## config.mk

```make
export PLATFORM = sky130hd
export DESIGN_NAME = send_unscript_cmd
export DESIGN_NICKNAME = d
export VERILOG_FILES = /design/src/rtl/unscript_pkg.sv /design/src/rtl/unscript_arbiter.sv /design/src/rtl/send_unscript_cmd.sv
export SDC_FILE = /design/constraint.sdc
export NUM_CORES = 1
export LEC_CHECK = 0
export ABC_AREA = 1
export BUFFER_PORTS_ARGS = -buffer_cell sky130_fd_sc_hd__buf_2
export CAP_MARGIN = 20
export CELL_PAD_IN_SITES_DETAIL_PLACEMENT = 1
export CELL_PAD_IN_SITES_GLOBAL_PLACEMENT = 1
export CORE_ASPECT_RATIO = 1.75
export CORE_MARGIN = 1
export CORE_UTILIZATION = 48
export DETAILED_ROUTE_END_ITERATION = 10
export PLACE_DENSITY_LB_ADDON = 0.1
export SLEW_MARGIN = 0
export SYNTH_ARGS = -nofsm -noshare
export SYNTH_HDL_FRONTEND = slang
export SYNTH_SLANG_ARGS = --single-unit
```

## constraint.sdc

```tcl
create_clock -name uart_clk -period 3.33 [get_ports uart_clk]
set_input_delay 0.666 -clock uart_clk [delete_from_list [all_inputs] [get_ports uart_clk]]
set_output_delay 0.666 -clock uart_clk [all_outputs]
set_load 0.02 [all_outputs]
```

## src/rtl/unscript_pkg.sv

```systemverilog
// Shared frame format for the unscripted command link (tx side and feedback receiver).
// Latency: n/a (constants, types and a pure function only).
// Backpressure: n/a.
package unscript_pkg;

    localparam logic [1:0] TAG_FEEDBACK = 2'b01;
    localparam logic [1:0] TAG_OP       = 2'b10;
    localparam logic [1:0] TAG_POLL     = 2'b11;

    localparam logic [2:0] OP_UP       = 3'd0;
    localparam logic [2:0] OP_DOWN     = 3'd1;
    localparam logic [2:0] OP_LEFT     = 3'd2;
    localparam logic [2:0] OP_RIGHT    = 3'd3;
    localparam logic [2:0] OP_GET      = 3'd4;
    localparam logic [2:0] OP_PUT      = 3'd5;
    localparam logic [2:0] OP_INTERACT = 3'd6;
    localparam logic [2:0] OP_THROW    = 3'd7;

    typedef enum logic [1:0] {
        ST_IDLE = 2'd0,
        ST_LOAD = 2'd1,
        ST_SEND = 2'd2,
        ST_GAP  = 2'd3
    } state_t;

    // One command byte: upper three bits are always zero.
    function automatic logic [7:0] build_frame(input logic [2:0] opcode, input logic [1:0] tag);
        return {3'b000, opcode, tag};
    endfunction

endpackage

```

## src/rtl/unscript_arbiter.sv

```systemverilog
// Picks the next frame: lowest pending opcode first, status poll only when no opcode pends.
// Latency: purely combinational.
// Backpressure: none; caller decides when the grant is taken.
module unscript_arbiter
    import unscript_pkg::*;
(
    input  logic [7:0] pending,
    input  logic       poll_req,
    output logic       grant,
    output logic [2:0] opcode,
    output logic       is_poll
);

    // Scan from the top so the lowest set index is the last one written.
    always_comb begin
        grant   = 1'b0;
        opcode  = 3'b000;
        is_poll = 1'b0;
        for (int i = 7; i >= 0; i--) begin
            if (pending[i]) begin
                grant  = 1'b1;
                opcode = 3'(i);
            end
        end
        if (!grant && poll_req) begin
            grant   = 1'b1;
            is_poll = 1'b1;
        end
    end

endmodule

```

## src/rtl/send_unscript_cmd.sv

```systemverilog
// Turns operation button levels and idle timeouts into one-byte UART command frames.
// Latency: op_req rise sampled at edge N -> send_valid registered at edge N+2 when idle and enabled.
// Backpressure: frame and send_valid hold while tx_ready is low; new requests collect as pending bits.
module send_unscript_cmd
    import unscript_pkg::*;
#(
    parameter int REPEAT_CYCLES = 2_000_000,
    parameter int POLL_CYCLES   = 500_000,
    parameter int GAP_CYCLES    = 1_000,
    parameter int NUM_OPS       = 8
) (
    input  logic               uart_clk,
    input  logic               rst,
    input  logic [NUM_OPS-1:0] op_req,
    input  logic               enable,
    input  logic               tx_ready,
    output logic [7:0]         data_send,
    output logic               send_valid,
    output logic               busy,
    output logic [3:0]         cmd_leds
);

    localparam int RW = $clog2(REPEAT_CYCLES) + 1;
    localparam int PW = $clog2(POLL_CYCLES) + 1;
    localparam int GW = $clog2(GAP_CYCLES) + 1;
    localparam logic [RW-1:0] REP_LAST  = RW'(REPEAT_CYCLES - 1);
    localparam logic [PW-1:0] POLL_LAST = PW'(POLL_CYCLES - 1);
    localparam logic [GW-1:0] GAP_LAST  = GW'(GAP_CYCLES - 1);

    state_t             state, state_nx;
    logic [NUM_OPS-1:0] pending, prev_req, rise, rep_set, clr;
    logic [RW-1:0]      rep_cnt;
    logic [PW-1:0]      poll_cnt;
    logic [GW-1:0]      gap_cnt;
    logic [2:0]         last_op, sel_op, arb_op;
    logic               last_vld, sel_poll, arb_poll, grant;
    logic               poll_req, take, accept, poll_inc;
    logic               rep_restart, rep_run, rep_hit;

    unscript_arbiter u_arb (
        .pending  (pending),
        .poll_req (poll_req),
        .grant    (grant),
        .opcode   (arb_op),
        .is_poll  (arb_poll)
    );

    assign rise     = op_req & ~prev_req;
    assign poll_req = (poll_cnt == POLL_LAST);
    assign take     = (state == ST_IDLE) && enable && grant;
    assign accept   = (state == ST_SEND) && send_valid && tx_ready;
    assign poll_inc = (state == ST_IDLE) && (pending == '0) && enable && !poll_req;
    assign busy     = (state != ST_IDLE);

    // The repeat timer follows the last sent opcode; a new opcode restarts it.
    assign rep_restart = accept && !sel_poll && (!last_vld || (sel_op != last_op));
    assign rep_run     = last_vld && op_req[last_op];
    assign rep_hit     = !rep_restart && rep_run && (rep_cnt == REP_LAST);
    assign rep_set     = rep_hit ? (NUM_OPS'(1) << last_op) : '0;
    assign clr         = ((state == ST_LOAD) && !sel_poll) ? (NUM_OPS'(1) << sel_op) : '0;

    // Next-state decision for the frame sequencer.
    always_comb begin
        state_nx = state;
        case (state)
            ST_IDLE: if (take) state_nx = ST_LOAD;
            ST_LOAD: state_nx = ST_SEND;
            ST_SEND: if (accept) state_nx = ST_GAP;
            ST_GAP:  if (gap_cnt == GAP_LAST) state_nx = ST_IDLE;
            default: state_nx = ST_IDLE;
        endcase
    end

    // Sequencer state register.
    always_ff @(posedge uart_clk) begin
        if (rst) state <= ST_IDLE;
        else     state <= state_nx;
    end

    // Edge capture and per-opcode pending flags; the LOAD clear beats a same-cycle set.
    always_ff @(posedge uart_clk) begin
        if (rst) begin
            prev_req <= '0;
            pending  <= '0;
        end else begin
            prev_req <= op_req;
            pending  <= (pending | rise | rep_set) & ~clr;
        end
    end

    // Winner latch, frame register, handshake and LED update.
    always_ff @(posedge uart_clk) begin
        if (rst) begin
            sel_op     <= 3'b000;
            sel_poll   <= 1'b0;
            data_send  <= 8'h00;
            send_valid <= 1'b0;
            cmd_leds   <= 4'b0000;
        end else begin
            if (take) begin
                sel_op   <= arb_op;
                sel_poll <= arb_poll;
            end
            if (state == ST_LOAD) begin
                data_send  <= build_frame(sel_op, sel_poll ? TAG_POLL : TAG_OP);
                send_valid <= 1'b1;
            end
            if (accept) begin
                send_valid <= 1'b0;
                cmd_leds   <= sel_poll ? 4'b0000 : {1'b1, sel_op};
            end
        end
    end

    // Poll idle timer, inter-frame gap timer and hold-repeat timer.
    always_ff @(posedge uart_clk) begin
        if (rst) begin
            poll_cnt <= '0;
            gap_cnt  <= '0;
            rep_cnt  <= '0;
            last_op  <= 3'b000;
            last_vld <= 1'b0;
        end else begin
            if (accept)        poll_cnt <= '0;
            else if (poll_inc) poll_cnt <= poll_cnt + 1'b1;

            if (accept)                gap_cnt <= '0;
            else if (state == ST_GAP)  gap_cnt <= gap_cnt + 1'b1;

            if (rep_restart) begin
                rep_cnt  <= '0;
                last_op  <= sel_op;
                last_vld <= 1'b1;
            end else if (rep_run) begin
                rep_cnt <= rep_hit ? '0 : rep_cnt + 1'b1;
            end else begin
                rep_cnt <= '0;
            end
        end
    end

endmodule

```

# [Word level (Yosys, flattened, before mapping)]
# Index checks and enable logic that the tools add are counted.
# W data, S select, Z words.
[totals] ff_bits=89 in_bits=12 out_inout_bits=14 word_cells=90
[op_classes] add_sub_neg=3 magnitude_cmp=1 n_eq_ne=10 shifts=2 n_mux=28 bitwise=7 n_reduce_logical=26
[ops] operator="$mux W3" count=8
[ops] operator="$add A22 B1 Y22 const B" count=1
[ops] operator="$eq A22 B21 Y1 const B" count=1
[ops] operator="$add A20 B1 Y20 const B" count=1
[ops] operator="$eq A20 B19 Y1 const B" count=1
[ops] operator="$and A8 B8 Y8" count=2
[ops] operator="$mux W8" count=2
[ops] operator="$not A8 Y8" count=2
[ops] operator="$or A8 B8 Y8" count=2
[ops] operator="$shl A1 B3 Y8 const A" count=2
[ops] operator="$logic_and A1 B1 Y1" count=14
[ops] operator="$mux W1" count=12
[ops] operator="$add A11 B1 Y11 const B" count=1
[ops] operator="$eq A11 B10 Y1 const B" count=1
[ops] operator="$logic_not A8 Y1" count=1
[ops] operator="$pmux W2 S4" count=1
[ops] operator="$mux W2" count=3
[ops] operator="$ne A2 B2 Y1 const B" count=3
[ops] operator="$logic_not A1 Y1" count=5
[ops] operator="$eq A2 B2 Y1 const B" count=2
[ops] operator="$lt A3 B4 Y1 const B" count=1
[ops] operator="$mux W4" count=1
[ops] operator="$reduce_or A4 Y1" count=1
[ops] operator="$bmux W1 S3" count=1
[ops] operator="other kinds (8)" count=8

# [Logic depth before layout (Yosys ltp)]
[logic_depth] word_depth=14 depth_mapped=11 ltp_nobuf=10

# [Hierarchy]
# A second synthesis with hierarchy kept.
[unflattened] cells_unflattened=720 area_unflattened_um2=4815.9
[modules_own_cells] mod="send_unscript_cmd" instances=1 cells_each=695 area_per_inst_um2=4689.5 seq_area_each_um2=1781.7
[modules_own_cells] mod="unscript_arbiter" instances=1 cells_each=25 area_per_inst_um2=126.4 seq_area_each_um2=0.0

# [Worst setup path before layout]
# No wires, ideal clock.
[synth_path] path_type="input-to-reg" startpoint="in rst" endpoint="reg gap_cnt[4]" setup_ns=0.120 arrival_ns=1.523 setup_slack_ns=1.686 stages=5 n_path_buf=2 cell_sequence="clkbuf_1 > clkinv_1 > nand2_1 > buf_2 > nor3_1"
[synth_between] elab_chain_cells=1
[synth_lines] item="from (decl)" line="send_unscript_cmd.sv:13" rtl="input logic rst,"
[synth_lines] item="$reduce_or A2 Y1 (no source line)"
[synth_lines] item="to (signal assigned)" line="send_unscript_cmd.sv:128" rtl="else if (state == ST_GAP) gap_cnt <= gap_cnt + 1'b1;"
[synth_lines] item="to (decl)" line="send_unscript_cmd.sv:34" rtl="logic [GW-1:0] gap_cnt;"
# No other way between the ends.
# A chain may end at the register's enable or synchronous reset.

# [Final worst setup path]
[layout_path] startpoint="reg state[0]" endpoint="reg rep_cnt[20]"
[layout_between] elab_chain_cells=9
[layout_lines] item="from (decl)" line="send_unscript_cmd.sv:30" rtl="state_t state, state_nx;"
[layout_lines] item="from (signal assigned)" line="send_unscript_cmd.sv:77" rtl="else state <= state_nx;"
[layout_lines] item="$eq A2 B2 Y1 *" line="send_unscript_cmd.sv:51" rtl="assign accept = (state == ST_SEND) && send_valid && tx_ready;"
[layout_lines] item="$logic_and A1 B1 Y1 * (2 in series)" line="send_unscript_cmd.sv:51"
[layout_lines] item="$logic_and A1 B1 Y1 * (2 in series)" line="send_unscript_cmd.sv:56" rtl="assign rep_restart = accept && !sel_poll && (!last_vld || (sel_op != last_op));"
[layout_lines] item="$logic_not A1 Y1" line="send_unscript_cmd.sv:58" rtl="assign rep_hit = !rep_restart && rep_run && (rep_cnt == REP_LAST);"
[layout_lines] item="$logic_and A1 B1 Y1 (2 in series)" line="send_unscript_cmd.sv:58"
[layout_lines] item="$reduce_or A4 Y1 (no source line) *"
[layout_lines] item="to (signal assigned)" line="send_unscript_cmd.sv:135" rtl="rep_cnt <= rep_hit ? '0 : rep_cnt + 1'b1;"
[layout_lines] item="to (decl)" line="send_unscript_cmd.sv:32" rtl="logic [RW-1:0] rep_cnt;"
# Mark *: on every way between the ends. The rest lies on a longest branch, timed or not.

==> flow_metrics.tcl <==
set metrics [dict create \
    status "complete, no violations" \
    synth_edf_count 0 \
    final_nets 710 \
    critPathRequiredTime_ps 3590 \
    hpwl_microns 9000 \
    num_rows 47 \
    yosysSeqAreaShare 0.3814 \
    die_y_microns 132.5 \
    h-tree-depth 3 \
    drive_above_1_share 0.1092 \
    final_util 0.5372 \
    clock_sinks 89 \
    peakVddDrop_v 0.0003889 \
    endpoint_kind "flop" \
    drv_slew 0 \
    placeableCoreArea_sq_mm 0.009468 \
    synthTopCellsByArea "dfxtp_1, nand2_1, nor2_1, inv_1, xor2_1" \
    finalCriticalPeriod_ps 2139 \
    antenna_found_initial 0 \
    power_density_mw_per_mm2 502.7 \
    syn_area_sq_mm 0.004672 \
    start_util 0.4935 \
    cts_resized 0 \
    cts-root-buf "clkbuf_16" \
    power.switching_w 0.0007847 \
    min_period_over_period 0.6424 \
    synth_cell_types 37 \
    setup_tns_ps 0 \
    clk_pin_slew_worst_paths_ps 70 \
    power_frac_seq 0.464 \
    netlist.area_leader.share 0.3814 \
    multi_input_area_sq_mm 0.002489 \
    sw_frac_of_total 0.3069 \
    regArea_sq_mm 0.001782 \
    syn_avg_cell_area_sq_um 6.952 \
    grt_max_degree 32 \
    setup_viol 0 \
    avgRoutedWirePerCell_microns 14.18 \
    ys_warn_count 0 \
    cts_tree "done" \
    ys_ff_latch 89 \
    top_level_ports 26 \
    die_x_microns 76.58 \
    drc 0 \
    slew_headroom 0.3402 \
    rsz0062_at_grt "false" \
    ys.flop_type "dfxtp_1" \
    wirelength_microns 11600 \
    grt_pass1_wl_microns 20020 \
    viasPerCell 5.125 \
    gp_congestion 0.9136 \
    clock_skew_ps 9.395 \
    p_int_w 0.001772 \
    worstHoldPathType "flop to flop" \
    worst_pin_slew_ps 989.3 \
    cap_violations 0 \
    drtIter0Drc 141 \
    synthArstFlopShare 0 \
    cts_hold_buf 0 \
    numPortBuffers 22 \
    dieArea_sq_mm 0.01015 \
    ant_nets 0 \
    crit_path_max_fanout 22 \
    numCtsBuffers 9 \
    vias 4192 \
    grt_pass1_vias 4415 \
    nFillCells 1271 \
    arrival_ps 2400 \
    clock.fmax_ghz 0.4675 \
    clkLatencyLatePin_ps 340 \
    clk_path_buf_depth 2 \
    hold_violations 0 \
    grt.overflow.total 0 \
    track_usage 0.2482 \
    dr.pass1.iters 4 \
    comb_power_share 0.168 \
    cp-start-kind "flop" \
    antennaDiodeCount 0 \
    path_class "flop to flop" \
    synthToLayoutAreaGrowth_pct 8.865 \
    pwr-share-clk 0.368 \
    post-synth-top-area-cell "dfxtp_1" \
    p_leak_nw 1.931 \
    post_cts_buffers 0 \
    syn_inst 672 \
]
critical path: stages, from the launching register on:
cell	delay (ps)
dfxtp_1	380
inv_1	90
ha_1	240
nand3_1	160
nor2_1	110
a21oi_4	310
o2111ai_4	530
nor2_2	230
sequential cells by signal, summed over array words and instances (netlist names):
signal and cells:
poll_cnt 20, gap_cnt 11, pending 8, cmd_leds 4
last_op 3, prev_req 8, last_vld 1, send_valid 1
data_send 5, rep_cnt 22, sel_op 3, state 2
sel_poll 1
final cells by class:
class | instances | area share
Clock inverter | 7 | 0.009102
Tap cell | 122 | 0.03001
Multi-Input combinational cell | 496 | 0.4893
Timing Repair Buffer | 24 | 0.02460
Sequential cell | 89 | 0.3503
Clock buffer | 9 | 0.04428
Inverter | 71 | 0.05240
power groups by stage:
stage | Sequential, W | Combinational (W) | Clock (W)
6_report | 0.00119 | 0.000429 | 0.000941
3_5_place_dp | 0.00121 | 0.000430 | 0
5_1_grt | 0.00120 | 0.000485 | 0.00101
2_1_floorplan | 0.00123 | 0.000285 | 0
4_1_cts | 0.00119 | 0.000436 | 0.000965
3_3_place_gp | 0.00121 | 0.000416 | 0
routing by layer:
| layer | GRT usage | vias up | share of wire |
|---|---|---|---|
| met1 | 0.2484 | 1981 | 0.39 |
| li1 | - | 2147 | - |
| met5 | 0 | - | 0 |
| met4 | 0.1100 | 0 | 0.034 |
| met3 | 0.04138 | 23 | 0.017 |
| met2 | 0.4875 | 41 | 0.56 |
cells in the mapped netlist (4+ instances only):
library cell  instances
a21oi_1              41
inv_1                67
nand3_1              32
ha_1                  7
o21ai_0              18
clkbuf_1              4
nand4_1              18
nand2_1             162
xor2_1               25
nor3_1                7
buf_6                 8
nor2_2               20
xnor2_1              15
nor2_1              124
dfxtp_1              89
placed cells by master, fill, tap and decap left out, types with 2 or more instances in the layout:
cell type,netlist,routed
nand3_1,32,32
xor2_1,25,25
a211oi_1,3,3
clkbuf_16,0,9
nand2_1,162,162
buf_4,3,2
nor2_1,124,124
inv_2,3,3
ha_1,7,7
clkinv_2,0,3
nand4_1,18,18
nor2_2,20,20
a21oi_1,41,41
or2_0,2,2
conb_1,1,3
o21ai_0,18,18
nand2_2,3,3
clkinvlp_4,0,3
nor3_1,7,7
nand3_2,2,2
dfxtp_1,89,89
xnor2_1,15,15
buf_2,3,22
nor2_4,2,2
inv_1,67,67
cells by family after synthesis:
kind of cell	synth area share
adders and majority gates	0.01875
AOI/OAI and AO/OA	0.08061
other	0.0008027
DFF	0.3814
and+or+nand+nor	0.3538
muxes	0.002143
xor gates and xnor gates	0.07499
buffers and inverters	0.08757
through the flow:
stage / area (sq um) / total power (W) / std cells / hold WS (ps) / setup slack (ps)
global placement: 4815 / 0.001623 / 802 / 425.6 / 1203
finish: 5086 / 0.002557 / 818 / 451.6 / 1191
detailed placement: 4815 / 0.001640 / 802 / 441.0 / 1113
CTS: 5086 / 0.002588 / 818 / 455.5 / 1137
floorplan: 4679 / 0.001514 / 674 / 417.5 / 1686
global route: 5086 / 0.002689 / 818 / 489.1 / 1002
path summary, 6_finish.rpt:
check | start | end | slack (ps) | cells past startpoint
worst max-delay path | state[0]$_SDFFE_PP0P_ | rep_cnt[20]$_SDFF_PP0_ | 1190 | 7
worst min-delay path | rep_cnt[0]$_SDFF_PP0_ | rep_cnt[0]$_SDFF_PP0_ | 450 | 1
worst max register to register | state[0]$_SDFFE_PP0P_ | rep_cnt[20]$_SDFF_PP0_ | 1190 | 7
worst min register to register | rep_cnt[0]$_SDFF_PP0_ | rep_cnt[0]$_SDFF_PP0_ | 450 | 1
No activity file was read; power rests on OpenSTA's default activity.
